==> src/rtl/bcd_entry_decoder.sv <==
// bcd_entry_decoder
// Collects a two-digit decimal number from the switches, one key press per digit.
// It converts the number to a 4-bit binary value and offers it over valid/ready.
// Out-of-range entries are rejected. The entered digits stay latched so they can
// be echoed on the hex displays.
module bcd_entry_decoder (
    input  logic       clk,
    input  logic       rst,
    input  logic [3:0] digit_in,
    input  logic       enter,
    input  logic       cancel,
    input  logic       value_ready,
    output logic [3:0] value,
    output logic       value_valid,
    output logic       err,
    output logic [3:0] tens_digit,
    output logic [3:0] ones_digit,
    output logic [1:0] state
);

    typedef enum logic [1:0] {
        S_TENS = 2'b00,
        S_ONES = 2'b01,
        S_HOLD = 2'b10,
        S_ERR  = 2'b11
    } state_t;

    state_t     r_state;
    logic       r_enter_q;
    logic [3:0] r_value;
    logic       r_valid;
    logic       r_err;
    logic [3:0] r_tens;
    logic [3:0] r_ones;

    logic       w_press;
    logic [4:0] w_sum;
    logic       w_tens_bad;
    logic       w_ones_bad;

    // A key held for many cycles counts as a single press: only its rising level matters.
    assign w_press = enter & ~r_enter_q;

    // Candidate value: tens*10 + ones. It never exceeds 25, so 5 bits are enough.
    assign w_sum = ({1'b0, r_tens} * 5'd10) + {1'b0, digit_in};

    // The tens digit may only be 0 or 1.
    // The ones digit must be decimal, and the whole number must fit in 4 bits.
    assign w_tens_bad = (digit_in > 4'd1);
    assign w_ones_bad = (digit_in > 4'd9) || (w_sum > 5'd15);

    // Entry sequencer. Cancel beats a transfer, and a transfer beats a key press.
    always_ff @(posedge clk or posedge rst) begin
        if (rst) begin
            r_state   <= S_TENS;
            r_enter_q <= 1'b0;
            r_value   <= 4'd0;
            r_valid   <= 1'b0;
            r_err     <= 1'b0;
            r_tens    <= 4'd0;
            r_ones    <= 4'd0;
        end else begin
            r_enter_q <= enter;
            if (cancel) begin
                r_state <= S_TENS;
                r_valid <= 1'b0;
                r_err   <= 1'b0;
                r_tens  <= 4'd0;
                r_ones  <= 4'd0;
            end else begin
                case (r_state)
                    S_TENS: begin
                        if (w_press) begin
                            if (w_tens_bad) begin
                                r_err   <= 1'b1;
                                r_state <= S_ERR;
                            end else begin
                                r_tens  <= digit_in;
                                r_state <= S_ONES;
                            end
                        end
                    end
                    S_ONES: begin
                        if (w_press) begin
                            if (w_ones_bad) begin
                                r_err   <= 1'b1;
                                r_state <= S_ERR;
                            end else begin
                                r_ones  <= digit_in;
                                r_value <= w_sum[3:0];
                                r_valid <= 1'b1;
                                r_state <= S_HOLD;
                            end
                        end
                    end
                    S_HOLD: begin
                        if (value_ready) begin
                            r_valid <= 1'b0;
                            r_state <= S_TENS;
                        end
                    end
                    S_ERR: begin
                        if (w_press) begin
                            r_err   <= 1'b0;
                            r_tens  <= 4'd0;
                            r_ones  <= 4'd0;
                            r_state <= S_TENS;
                        end
                    end
                    default: r_state <= S_TENS;
                endcase
            end
        end
    end

    assign value       = r_value;
    assign value_valid = r_valid;
    assign err         = r_err;
    assign tens_digit  = r_tens;
    assign ones_digit  = r_ones;
    assign state       = r_state;

endmodule

==> config.mk <==
export PLATFORM = sky130hd
export DESIGN_NAME = bcd_entry_decoder
export DESIGN_NICKNAME = d
export VERILOG_FILES = /design/src/rtl/bcd_entry_decoder.sv
export SDC_FILE = /design/constraint.sdc
export NUM_CORES = 1
export LEC_CHECK = 0
export ABC_AREA = 0
export BUFFER_PORTS_ARGS = -buffer_cell sky130_fd_sc_hd__buf_2
export CAP_MARGIN = 30
export CORE_MARGIN = 5
export CORE_UTILIZATION = 50
export CTS_CLUSTER_SIZE = 40
export DETAILED_ROUTE_END_ITERATION = 16
export PLACE_DENSITY = 0.84
export REMOVE_ABC_BUFFERS = 1
export SETUP_SLACK_MARGIN = 0.02
export SYNTH_ARGS = -nofsm -noshare
export SYNTH_HDL_FRONTEND = slang
export SYNTH_SLANG_ARGS = --single-unit
==> constraint.sdc <==
create_clock -name clk -period 3 [get_ports clk]
set_clock_uncertainty 0.2 [all_clocks]
set_input_delay 0.45 -clock clk [delete_from_list [all_inputs] [get_ports clk]]
set_output_delay 0.45 -clock clk [all_outputs]
set_load 0.005 [all_outputs]
==> results of run 1 <==
## flip-flops by register name (all words and copies together) (netlist names)
| signal | cells |
|---|---|
| tens_digit | 4 |
| ones_digit | 4 |
| state | 2 |
| err | 1 |
| value_valid | 1 |
| value | 4 |
| r_enter_q | 1 |
## layout make-up
type                       instances  area [sq um]  area share, %
clock inverter                     1          5.00          0.460
inverter                           4          15.0           1.38
sequential                        17           425           39.1
clock buffer                       3          22.5           2.07
tap                               25          31.3           2.87
multi-input combinational         66           469           43.1
timing repair buffer              24           120           11.0
## worst max-delay path: stages (launching register included)
cell and delay, ps:
sky130_fd_sc_hd__dfrtp_1 440, sky130_fd_sc_hd__ha_1 310, sky130_fd_sc_hd__ha_1 350, sky130_fd_sc_hd__nand3_1 140, sky130_fd_sc_hd__a21o_1 190, sky130_fd_sc_hd__a21o_1 250
sky130_fd_sc_hd__or4_4 570, sky130_fd_sc_hd__mux2_4 320
## power by group through the flow
stage	clock, uW	sequential (uW)	combinational, uW
after floorplan	0	263	42.0
after global placement	0	263	75.7
after detailed placement	0	264	79.0
after CTS	126	260	79.5
after global routing	135	262	87.7
final	123	259	79.2
## kinds of logic (layout without fill, tap and decap cells)
logic type | after synthesis | after routing | share of synthesized area, %
simple gates | 33 | 33 | 18.9
compound gates | 22 | 22 | 13.2
flops | 17 | 17 | 44.9
buf+inv | 11 | 32 | 6.07
fa+ha+maj | 5 | 5 | 7.39
mux | 4 | 4 | 6.33
xor+xnor | 2 | 2 | 3.30
## synth_stat cells
library cell / instances
sky130_fd_sc_hd__nor2b_1: 2
sky130_fd_sc_hd__mux2_4: 4
sky130_fd_sc_hd__ha_1: 4
sky130_fd_sc_hd__o21ai_0: 6
sky130_fd_sc_hd__o22ai_1: 1
sky130_fd_sc_hd__nand3_1: 7
sky130_fd_sc_hd__buf_6: 2
sky130_fd_sc_hd__and2_1: 2
sky130_fd_sc_hd__nand2_1: 9
sky130_fd_sc_hd__nand4b_1: 3
sky130_fd_sc_hd__a21o_1: 2
sky130_fd_sc_hd__inv_1: 4
sky130_fd_sc_hd__buf_2: 1
sky130_fd_sc_hd__xnor3_1: 1
sky130_fd_sc_hd__a31oi_1: 3
sky130_fd_sc_hd__o21a_1: 1
sky130_fd_sc_hd__fa_1: 1
sky130_fd_sc_hd__or4_4: 1
sky130_fd_sc_hd__a21oi_1: 8
sky130_fd_sc_hd__a211oi_1: 1
sky130_fd_sc_hd__nand2b_1: 1
sky130_fd_sc_hd__xor2_1: 1
sky130_fd_sc_hd__nor2_1: 4
sky130_fd_sc_hd__nor3_1: 1
sky130_fd_sc_hd__dfrtp_1: 17
sky130_fd_sc_hd__or4_1: 1
sky130_fd_sc_hd__clkbuf_1: 4
sky130_fd_sc_hd__and2_2: 1
sky130_fd_sc_hd__nor4_1: 1
## routing by layer
layer / up-vias / track usage [%] / part of all wire [%]
met5: - / 0 / 0
met4: 0 / 6.38 / 3.0
met3: 11 / 3.88 / 8.9
met2: 50 / 28.8 / 51
met1: 392 / 19.3 / 37
li1: 374 / - / -
## what timing repair did
action,in CTS,in global routing
gates resized for setup,0,1
hold buffers,0,0
setup endpoints to repair,0,4
buffers inserted,0,0
## per-stage QoR
step                      cell area (sq um)  cells  worst slack, ps  hold WS, ps  utilization [%]
after floorplan                         906     87              296          176                -
after global placement                 1060    136              244          288             59.9
after detailed placement               1060    136              149          298             59.9
after CTS                              1080    140              126         37.0             61.5
after global routing                   1090    140             54.2         88.5             61.7
final                                  1090    140              120         12.6             61.7
## worst min-delay path by stage
stage,end,cells past startpoint,slack [ps],from
final,value[0]$_DFFE_PP0P_,2,10,rst
after global routing,value[1]$_DFFE_PP0P_,2,90,rst
after CTS,value[0]$_DFFE_PP0P_,2,40,rst
after detailed placement,value[2]$_DFFE_PP0P_,1,300,value[2]$_DFFE_PP0P_
after global placement,value_valid$_DFFE_PP0P_,1,290,value_valid$_DFFE_PP0P_
after floorplan,err$_DFFE_PP0P_,1,180,rst
==> flow_results.xml, run 1 <==
<?xml version="1.0" encoding="UTF-8"?>
<metrics>
  <group name="timing">
    <metric name="timing.max_slew.rel_slack" unit="%">58.6</metric>
    <metric name="tightestPinTransition" unit="ps">620</metric>
    <metric name="final.setup.tns" unit="ps">0</metric>
    <metric name="grt_setup_unrepaired" unit="">false</metric>
    <metric name="post-route-period-util" unit="%">96.0</metric>
    <metric name="finalMaxSlewViolations" unit="">0</metric>
    <metric name="timing_hold_violations_final" unit="">0</metric>
    <metric name="setup_violations" unit="">0</metric>
    <metric name="fmax" unit="GHz">0.347</metric>
    <metric name="finalWorstPathRequiredPeriod" unit="ps">2880</metric>
  </group>
  <group name="setup_path">
    <metric name="startpoint_type" unit="">register</metric>
    <metric name="cp-startpoint" unit="">tens_digit[0]$_DFFE_PP0P_</metric>
    <metric name="setup.reg_to_reg.worst_slack" unit="ps">120</metric>
    <metric name="cp_data_required_time" unit="ps">2990</metric>
    <metric name="crit_type" unit="">reg -&gt; reg</metric>
    <metric name="reg2reg_depth" unit="">7</metric>
    <metric name="r2r_end" unit="">value[3]$_DFFE_PP0P_</metric>
    <metric name="crit_end" unit="">value[3]$_DFFE_PP0P_</metric>
    <metric name="crit_path_arrival_time" unit="ps">2870</metric>
    <metric name="timing.critical_path.to_type" unit="">register</metric>
    <metric name="critical_path.reg2reg.startpoint" unit="">tens_digit[0]$_DFFE_PP0P_</metric>
    <metric name="critical_path_peak_fanout" unit="">10</metric>
  </group>
  <group name="power_and_ir_drop">
    <metric name="internal-power" unit="uW">335</metric>
    <metric name="combinational_power_share" unit="%">17.1</metric>
    <metric name="p_switching" unit="uW">127</metric>
    <metric name="power.ir.vdd_worst" unit="V">0.000238</metric>
    <metric name="design_power_total" unit="uW">462</metric>
    <metric name="power.static_leakage" unit="uW">0.000563</metric>
    <metric name="seq_power_share" unit="%">56.2</metric>
    <metric name="power_density" unit="nW/um^2">424</metric>
    <metric name="clockPowerShare" unit="%">26.7</metric>
    <metric name="sw_frac_of_total" unit="%">27.5</metric>
  </group>
  <group name="logic_synthesis">
    <metric name="ys_seq_elements" unit="">17</metric>
    <metric name="synth_area_per_cell" unit="sq um">10.1</metric>
    <metric name="yosysSeqAreaShare" unit="%">44.9</metric>
    <metric name="synth.area.top_cells" unit="">sky130_fd_sc_hd__dfrtp_1, sky130_fd_sc_hd__mux2_4, sky130_fd_sc_hd__ha_1</metric>
    <metric name="yosys_warnings" unit="">0</metric>
    <metric name="post-synth-top-area-fraction" unit="%">44.9</metric>
    <metric name="synth_top_cell_by_area" unit="">sky130_fd_sc_hd__dfrtp_1</metric>
    <metric name="mappedNetlistArea" unit="sq um">948</metric>
    <metric name="yosys.cell_types.count" unit="">29</metric>
    <metric name="post_synth_inst_count" unit="">94</metric>
  </group>
  <group name="placed_design">
    <metric name="buffer_ports.inserted" unit="">24</metric>
    <metric name="dp_hpwl" unit="mm">1.58</metric>
    <metric name="routabilityCongestion" unit="">0.820</metric>
  </group>
  <group name="run">
    <metric name="cap_violations" unit="">0</metric>
  </group>
  <group name="cts">
    <metric name="cts_num_sinks" unit="">17</metric>
    <metric name="ctsHtreeMaxLevel" unit="">1</metric>
    <metric name="cts.reportedPaths.clkPinSlew" unit="ps">100</metric>
    <metric name="max-clock-path-buffers" unit="">2</metric>
    <metric name="insertion_delay" unit="ps">290</metric>
    <metric name="tritoncts" unit="">yes</metric>
    <metric name="clock_tree.root_cell" unit="">sky130_fd_sc_hd__clkbuf_4</metric>
    <metric name="numCtsBuffers" unit="">3</metric>
  </group>
  <group name="die">
    <metric name="floorplan.io_pins" unit="">25</metric>
    <metric name="chipWidth" unit="microns">53.6</metric>
    <metric name="design.die.area" unit="sq um">2870</metric>
    <metric name="vertical_extent_of_the_die" unit="microns">53.6</metric>
    <metric name="num_rows" unit="">15</metric>
    <metric name="design.core.area" unit="sq um">1760</metric>
    <metric name="initial_utilization" unit="%">53.8</metric>
  </group>
  <group name="drt">
    <metric name="drt-initial-drc-count" unit="">23</metric>
    <metric name="antenna_violating_nets_post_route" unit="">0</metric>
    <metric name="avgViaCountPerCell" unit="">5.91</metric>
    <metric name="drt-pass1-iter-count" unit="">4</metric>
    <metric name="drcViolationCount" unit="">0</metric>
    <metric name="wirelength" unit="mm">2.08</metric>
    <metric name="wire_per_inst" unit="microns">14.8</metric>
    <metric name="num_vias" unit="">827</metric>
  </group>
  <group name="global_routing">
    <metric name="overflow" unit="">0</metric>
    <metric name="antenna_found_initial" unit="">0</metric>
    <metric name="global_route_wire_length_before_repair" unit="mm">3.39</metric>
    <metric name="maximum_number_of_pins_on_one_net_before_global_route_repair" unit="">18</metric>
    <metric name="first_global_vias" unit="">766</metric>
    <metric name="groute.usage.overall" unit="%">16.5</metric>
  </group>
  <group name="final_layout">
    <metric name="final_nets" unit="">130</metric>
    <metric name="area_overhead_of_the_layout_relative_to_synthesis" unit="%">14.8</metric>
    <metric name="diodes" unit="">0</metric>
    <metric name="layout.filler_cells" unit="">166</metric>
    <metric name="layout.cells.most_common" unit="">sky130_fd_sc_hd__buf_2</metric>
    <metric name="post_route_cells_drive_above_1_share" unit="%">30.4</metric>
    <metric name="mostFrequentLayoutCells" unit="">sky130_fd_sc_hd__buf_2, sky130_fd_sc_hd__dfrtp_1, sky130_fd_sc_hd__nand2_1</metric>
  </group>
  <group name="outcome">
    <metric name="outcome" unit="">finished clean</metric>
  </group>
  <group name="min_path">
    <metric name="hold_path_class" unit="">in -&gt; async</metric>
  </group>
</metrics>
No activity file was read; power rests on OpenSTA's default activity.
==> inputs of run 2 (changes only) <==
--- a/config.mk
+++ b/config.mk
@@ -7,3 +7,3 @@
 export LEC_CHECK = 0
-export ABC_AREA = 0
+export ABC_AREA = 1
 export BUFFER_PORTS_ARGS = -buffer_cell sky130_fd_sc_hd__buf_2
@@ -11,6 +11,6 @@
 export CORE_MARGIN = 5
-export CORE_UTILIZATION = 50
+export CORE_UTILIZATION = 51
 export CTS_CLUSTER_SIZE = 40
 export DETAILED_ROUTE_END_ITERATION = 16
-export PLACE_DENSITY = 0.84
+export PLACE_DENSITY = 0.85
 export REMOVE_ABC_BUFFERS = 1
==> constraint.sdc (replaced) <==
create_clock -name clk -period 3 [get_ports clk]
set_clock_uncertainty 0.2 [all_clocks]
set_input_delay 0.15 -clock clk [delete_from_list [all_inputs] [get_ports clk]]
set_output_delay 0.15 -clock clk [all_outputs]
set_load 0.005 [all_outputs]
==> flow_results.xml, run 2 <==
<?xml version="1.0" encoding="UTF-8"?>
<metrics>
  <group name="logic_synthesis">
    <metric name="synth.area.top_cells" unit="">sky130_fd_sc_hd__dfrtp_1, sky130_fd_sc_hd__nand2_1, sky130_fd_sc_hd__nand3_1</metric>
    <metric name="yosysMostFrequentCell" unit="">sky130_fd_sc_hd__nand2_1</metric>
    <metric name="ys_seq_elements" unit="">17</metric>
    <metric name="yosysSeqAreaShare" unit="%">41.8</metric>
    <metric name="async_flop_share" unit="%">100</metric>
    <metric name="post_synth_inst_count" unit="">137</metric>
    <metric name="yosys_most_used_dff" unit="">sky130_fd_sc_hd__dfrtp_1</metric>
    <metric name="synthTopCellsByCount" unit="">sky130_fd_sc_hd__nand2_1, sky130_fd_sc_hd__inv_1, sky130_fd_sc_hd__dfrtp_1, sky130_fd_sc_hd__nand3_1, sky130_fd_sc_hd__nor2_1</metric>
    <metric name="yosys.cell_types.count" unit="">19</metric>
    <metric name="mappedNetlistArea" unit="sq um">1020</metric>
    <metric name="synth-edff-count" unit="">0</metric>
    <metric name="synth_area_per_cell" unit="sq um">7.43</metric>
    <metric name="yosys_warnings" unit="">0</metric>
    <metric name="synth_top_cell_by_area" unit="">sky130_fd_sc_hd__dfrtp_1</metric>
    <metric name="post-synth-top-area-fraction" unit="%">41.8</metric>
  </group>
  <group name="drt">
    <metric name="drt-initial-drc-count" unit="">28</metric>
    <metric name="num_vias" unit="">1007</metric>
    <metric name="drcViolationCount" unit="">0</metric>
    <metric name="wirelength" unit="mm">2.44</metric>
    <metric name="antenna_violating_nets_post_route" unit="">0</metric>
    <metric name="wire_per_inst" unit="microns">12.5</metric>
    <metric name="avgViaCountPerCell" unit="">5.16</metric>
    <metric name="drt-pass1-iter-count" unit="">4</metric>
  </group>
  <group name="final_layout">
    <metric name="layout.cells.most_common" unit="">sky130_fd_sc_hd__nand2_1</metric>
    <metric name="final_nets" unit="">183</metric>
    <metric name="post_route_cells_drive_above_1_share" unit="%">25.0</metric>
    <metric name="mostFrequentLayoutCells" unit="">sky130_fd_sc_hd__nand2_1, sky130_fd_sc_hd__buf_2, sky130_fd_sc_hd__inv_1</metric>
    <metric name="diodes" unit="">0</metric>
    <metric name="area_overhead_of_the_layout_relative_to_synthesis" unit="%">20.6</metric>
  </group>
  <group name="setup_path">
    <metric name="worstPathBufferInverterCount" unit="">0</metric>
    <metric name="cell_chain_of_the_critical_path" unit="">ha_1 &gt; ha_1 &gt; nand2_1 &gt; nand2_1 &gt; nor2_1 &gt; nand3_1 &gt; nand2_2 &gt; nand2_2 &gt; nand2_2 &gt; nand2_2 &gt; nand2_1 &gt; nand2_1</metric>
    <metric name="cp-startpoint" unit="">tens_digit[0]$_DFFE_PP0P_</metric>
    <metric name="crit_type" unit="">reg -&gt; reg</metric>
    <metric name="timing.critical_path.slowest_stage_cell" unit="">sky130_fd_sc_hd__dfrtp_1</metric>
    <metric name="startpoint_type" unit="">register</metric>
    <metric name="critical-path-top-delay-family" unit="">simple AND/OR/NAND/NOR gates</metric>
    <metric name="crit_path_arrival_time" unit="ps">2310</metric>
    <metric name="critical_path_peak_fanout" unit="">5</metric>
    <metric name="critical_path.reg2reg.startpoint" unit="">tens_digit[0]$_DFFE_PP0P_</metric>
    <metric name="worst_path_largest_cell_delay" unit="ps">430</metric>
    <metric name="timing.critical_path.to_type" unit="">register</metric>
    <metric name="cp_data_required_time" unit="ps">3000</metric>
  </group>
  <group name="power_and_ir_drop">
    <metric name="power.ir.vdd_worst" unit="V">0.000447</metric>
    <metric name="power_density" unit="nW/um^2">659</metric>
    <metric name="power.static_leakage" unit="uW">0.000717</metric>
  </group>
  <group name="cts">
    <metric name="numCtsBuffers" unit="">3</metric>
    <metric name="clock_tree.root_cell" unit="">sky130_fd_sc_hd__clkbuf_4</metric>
    <metric name="cts_num_sinks" unit="">17</metric>
    <metric name="ctsHtreeMaxLevel" unit="">1</metric>
    <metric name="cts.reportedPaths.clkPinSlew" unit="ps">100</metric>
    <metric name="insertion_delay" unit="ps">300</metric>
    <metric name="tritoncts" unit="">yes</metric>
    <metric name="postCtsSetupBuffers" unit="">0</metric>
    <metric name="max-clock-path-buffers" unit="">2</metric>
  </group>
  <group name="timing">
    <metric name="grt_setup_unrepaired" unit="">false</metric>
    <metric name="finalWorstPathRequiredPeriod" unit="ps">2310</metric>
    <metric name="finalMaxSlewViolations" unit="">0</metric>
    <metric name="whs" unit="ps">14.4</metric>
    <metric name="timing.max_slew.rel_slack" unit="%">55.2</metric>
    <metric name="tightestPinTransition" unit="ps">672</metric>
    <metric name="final.setup.tns" unit="ps">0</metric>
    <metric name="fmax" unit="GHz">0.432</metric>
    <metric name="setup_violations" unit="">0</metric>
    <metric name="post-route-period-util" unit="%">77.2</metric>
    <metric name="timing_hold_violations_final" unit="">0</metric>
  </group>
  <group name="die">
    <metric name="design.core.area" unit="sq um">1940</metric>
    <metric name="design.die.area" unit="sq um">2990</metric>
    <metric name="chipWidth" unit="microns">54.7</metric>
    <metric name="floorplan.io_pins" unit="">25</metric>
    <metric name="initial_utilization" unit="%">52.4</metric>
    <metric name="num_rows" unit="">16</metric>
    <metric name="vertical_extent_of_the_die" unit="microns">54.7</metric>
  </group>
  <group name="placed_design">
    <metric name="buffer_ports.inserted" unit="">24</metric>
    <metric name="dp_hpwl" unit="mm">1.92</metric>
    <metric name="routabilityCongestion" unit="">0.821</metric>
  </group>
  <group name="global_routing">
    <metric name="overflow" unit="">0</metric>
    <metric name="maximum_number_of_pins_on_one_net_before_global_route_repair" unit="">18</metric>
    <metric name="first_global_vias" unit="">1028</metric>
    <metric name="groute.usage.overall" unit="%">19.5</metric>
    <metric name="global_route_wire_length_before_repair" unit="mm">4.14</metric>
    <metric name="antenna_found_initial" unit="">0</metric>
  </group>
  <group name="run">
    <metric name="cap_violations" unit="">0</metric>
  </group>
  <group name="outcome">
    <metric name="outcome" unit="">finished clean</metric>
  </group>
  <group name="min_path">
    <metric name="min_from" unit="">cancel</metric>
    <metric name="hold_path_class" unit="">in -&gt; reg</metric>
  </group>
</metrics>
==> run 2: cell types whose count changed after synthesis, moves of 3 or more <==
cell	previous run	this run
sky130_fd_sc_hd__nor2_1	4	14
sky130_fd_sc_hd__o21ai_0	6	1
sky130_fd_sc_hd__mux2_4	4	0
sky130_fd_sc_hd__a31oi_1	3	0
sky130_fd_sc_hd__nand4_1	0	3
sky130_fd_sc_hd__nor2_4	0	3
sky130_fd_sc_hd__nand3_1	7	17
sky130_fd_sc_hd__nand2_1	9	39
sky130_fd_sc_hd__clkbuf_1	4	0
sky130_fd_sc_hd__inv_1	4	20
sky130_fd_sc_hd__nand4b_1	3	0
sky130_fd_sc_hd__a21oi_1	8	1
sky130_fd_sc_hd__nand2_2	0	6
sky130_fd_sc_hd__inv_2	0	4
==> run 2: area by class of cell <==
| class | instances | area [sq um] |
|---|---|---|
| well taps | 27 | 33.8 |
| flip-flops and latches | 17 | 425 |
| fillers | 190 | 713 |
| repair buffers | 27 | 150 |
| multi-input cells | 96 | 503 |
| clock buffers | 4 | 26.3 |
| inverters | 24 | 90.1 |
==> run 2: worst register-to-register path, stage by stage (launching register included) <==
cell and delay [ps]:
sky130_fd_sc_hd__dfrtp_1 430, sky130_fd_sc_hd__ha_1 310, sky130_fd_sc_hd__ha_1 340, sky130_fd_sc_hd__nand2_1 110
sky130_fd_sc_hd__nand2_1 70, sky130_fd_sc_hd__nor2_1 110, sky130_fd_sc_hd__nand3_1 100, sky130_fd_sc_hd__nand2_2 100
sky130_fd_sc_hd__nand2_2 80, sky130_fd_sc_hd__nand2_2 130, sky130_fd_sc_hd__nand2_2 90, sky130_fd_sc_hd__nand2_1 100
sky130_fd_sc_hd__nand2_1 50
==> run 2: kinds of logic (layout without fill, tap and decap cells) <==
logic type / Yosys count / count (layout) / share of synthesized area, %
simple gates: 84 / 84 / 38.1
buf+inv: 24 / 55 / 8.84
flops: 17 / 17 / 41.8
compound gates: 6 / 6 / 3.56
fa+ha+maj: 5 / 5 / 6.88
xor+xnor: 1 / 1 / 0.860
==> run 2: layer usage <==
| layer | vias to the layer above | share of wire, % | GRT usage, % |
|---|---|---|---|
| met1 | 486 | 38 | 20.4 |
| met2 | 25 | 55 | 37.0 |
| li1 | 490 | - | - |
| met4 | 0 | 1.6 | 8.71 |
| met5 | - | 0 | 0 |
| met3 | 6 | 5.3 | 3.27 |
==> run 2: path summary, 6_finish.rpt <==
| check | end | slack, ps | depth (start not counted) |
|---|---|---|---|
| min | value_valid$_DFFE_PP0P_ | 10 | 4 |
| min in group asynchronous | value[2]$_DFFE_PP0P_ | 280 | 3 |
| max in group asynchronous | ones_digit[1]$_DFFE_PP0P_ | 1880 | 3 |
| max | ones_digit[3]$_DFFE_PP0P_ | 690 | 12 |
| min reg2reg | value[2]$_DFFE_PP0P_ | 280 | 2 |
| max reg2reg | ones_digit[3]$_DFFE_PP0P_ | 690 | 12 |
==> run 2: report_power, final <==
group | switching, uW | internal (uW) | leakage (uW) | total (uW)
Combinational | 202 | 139 | 0.000482 | 341
Sequential | 52.3 | 289 | 0.000220 | 341
Clock | 75.4 | 51.9 | 0.0000150 | 127
Total | 329 | 480 | 0.000717 | 810
==> run 2: metrics by stage <==
step | power [uW] | instance area, sq um | util, % | std cells | setup slack, ps
finish | 810 | 1230 | 63.3 | 195 | 685
global route | 874 | 1230 | 63.3 | 195 | 523
CTS | 812 | 1230 | 63.3 | 195 | 707
detailed placement | 685 | 1170 | 60.4 | 188 | 735
global placement | 664 | 1170 | 60.4 | 188 | 859
floorplan | 561 | 1020 | - | 137 | 924
==> run 2: repair_timing <==
action,CTS,global route
resized for setup,0,0
endpoints found under the hold margin,19,0
hold buffers,3,0
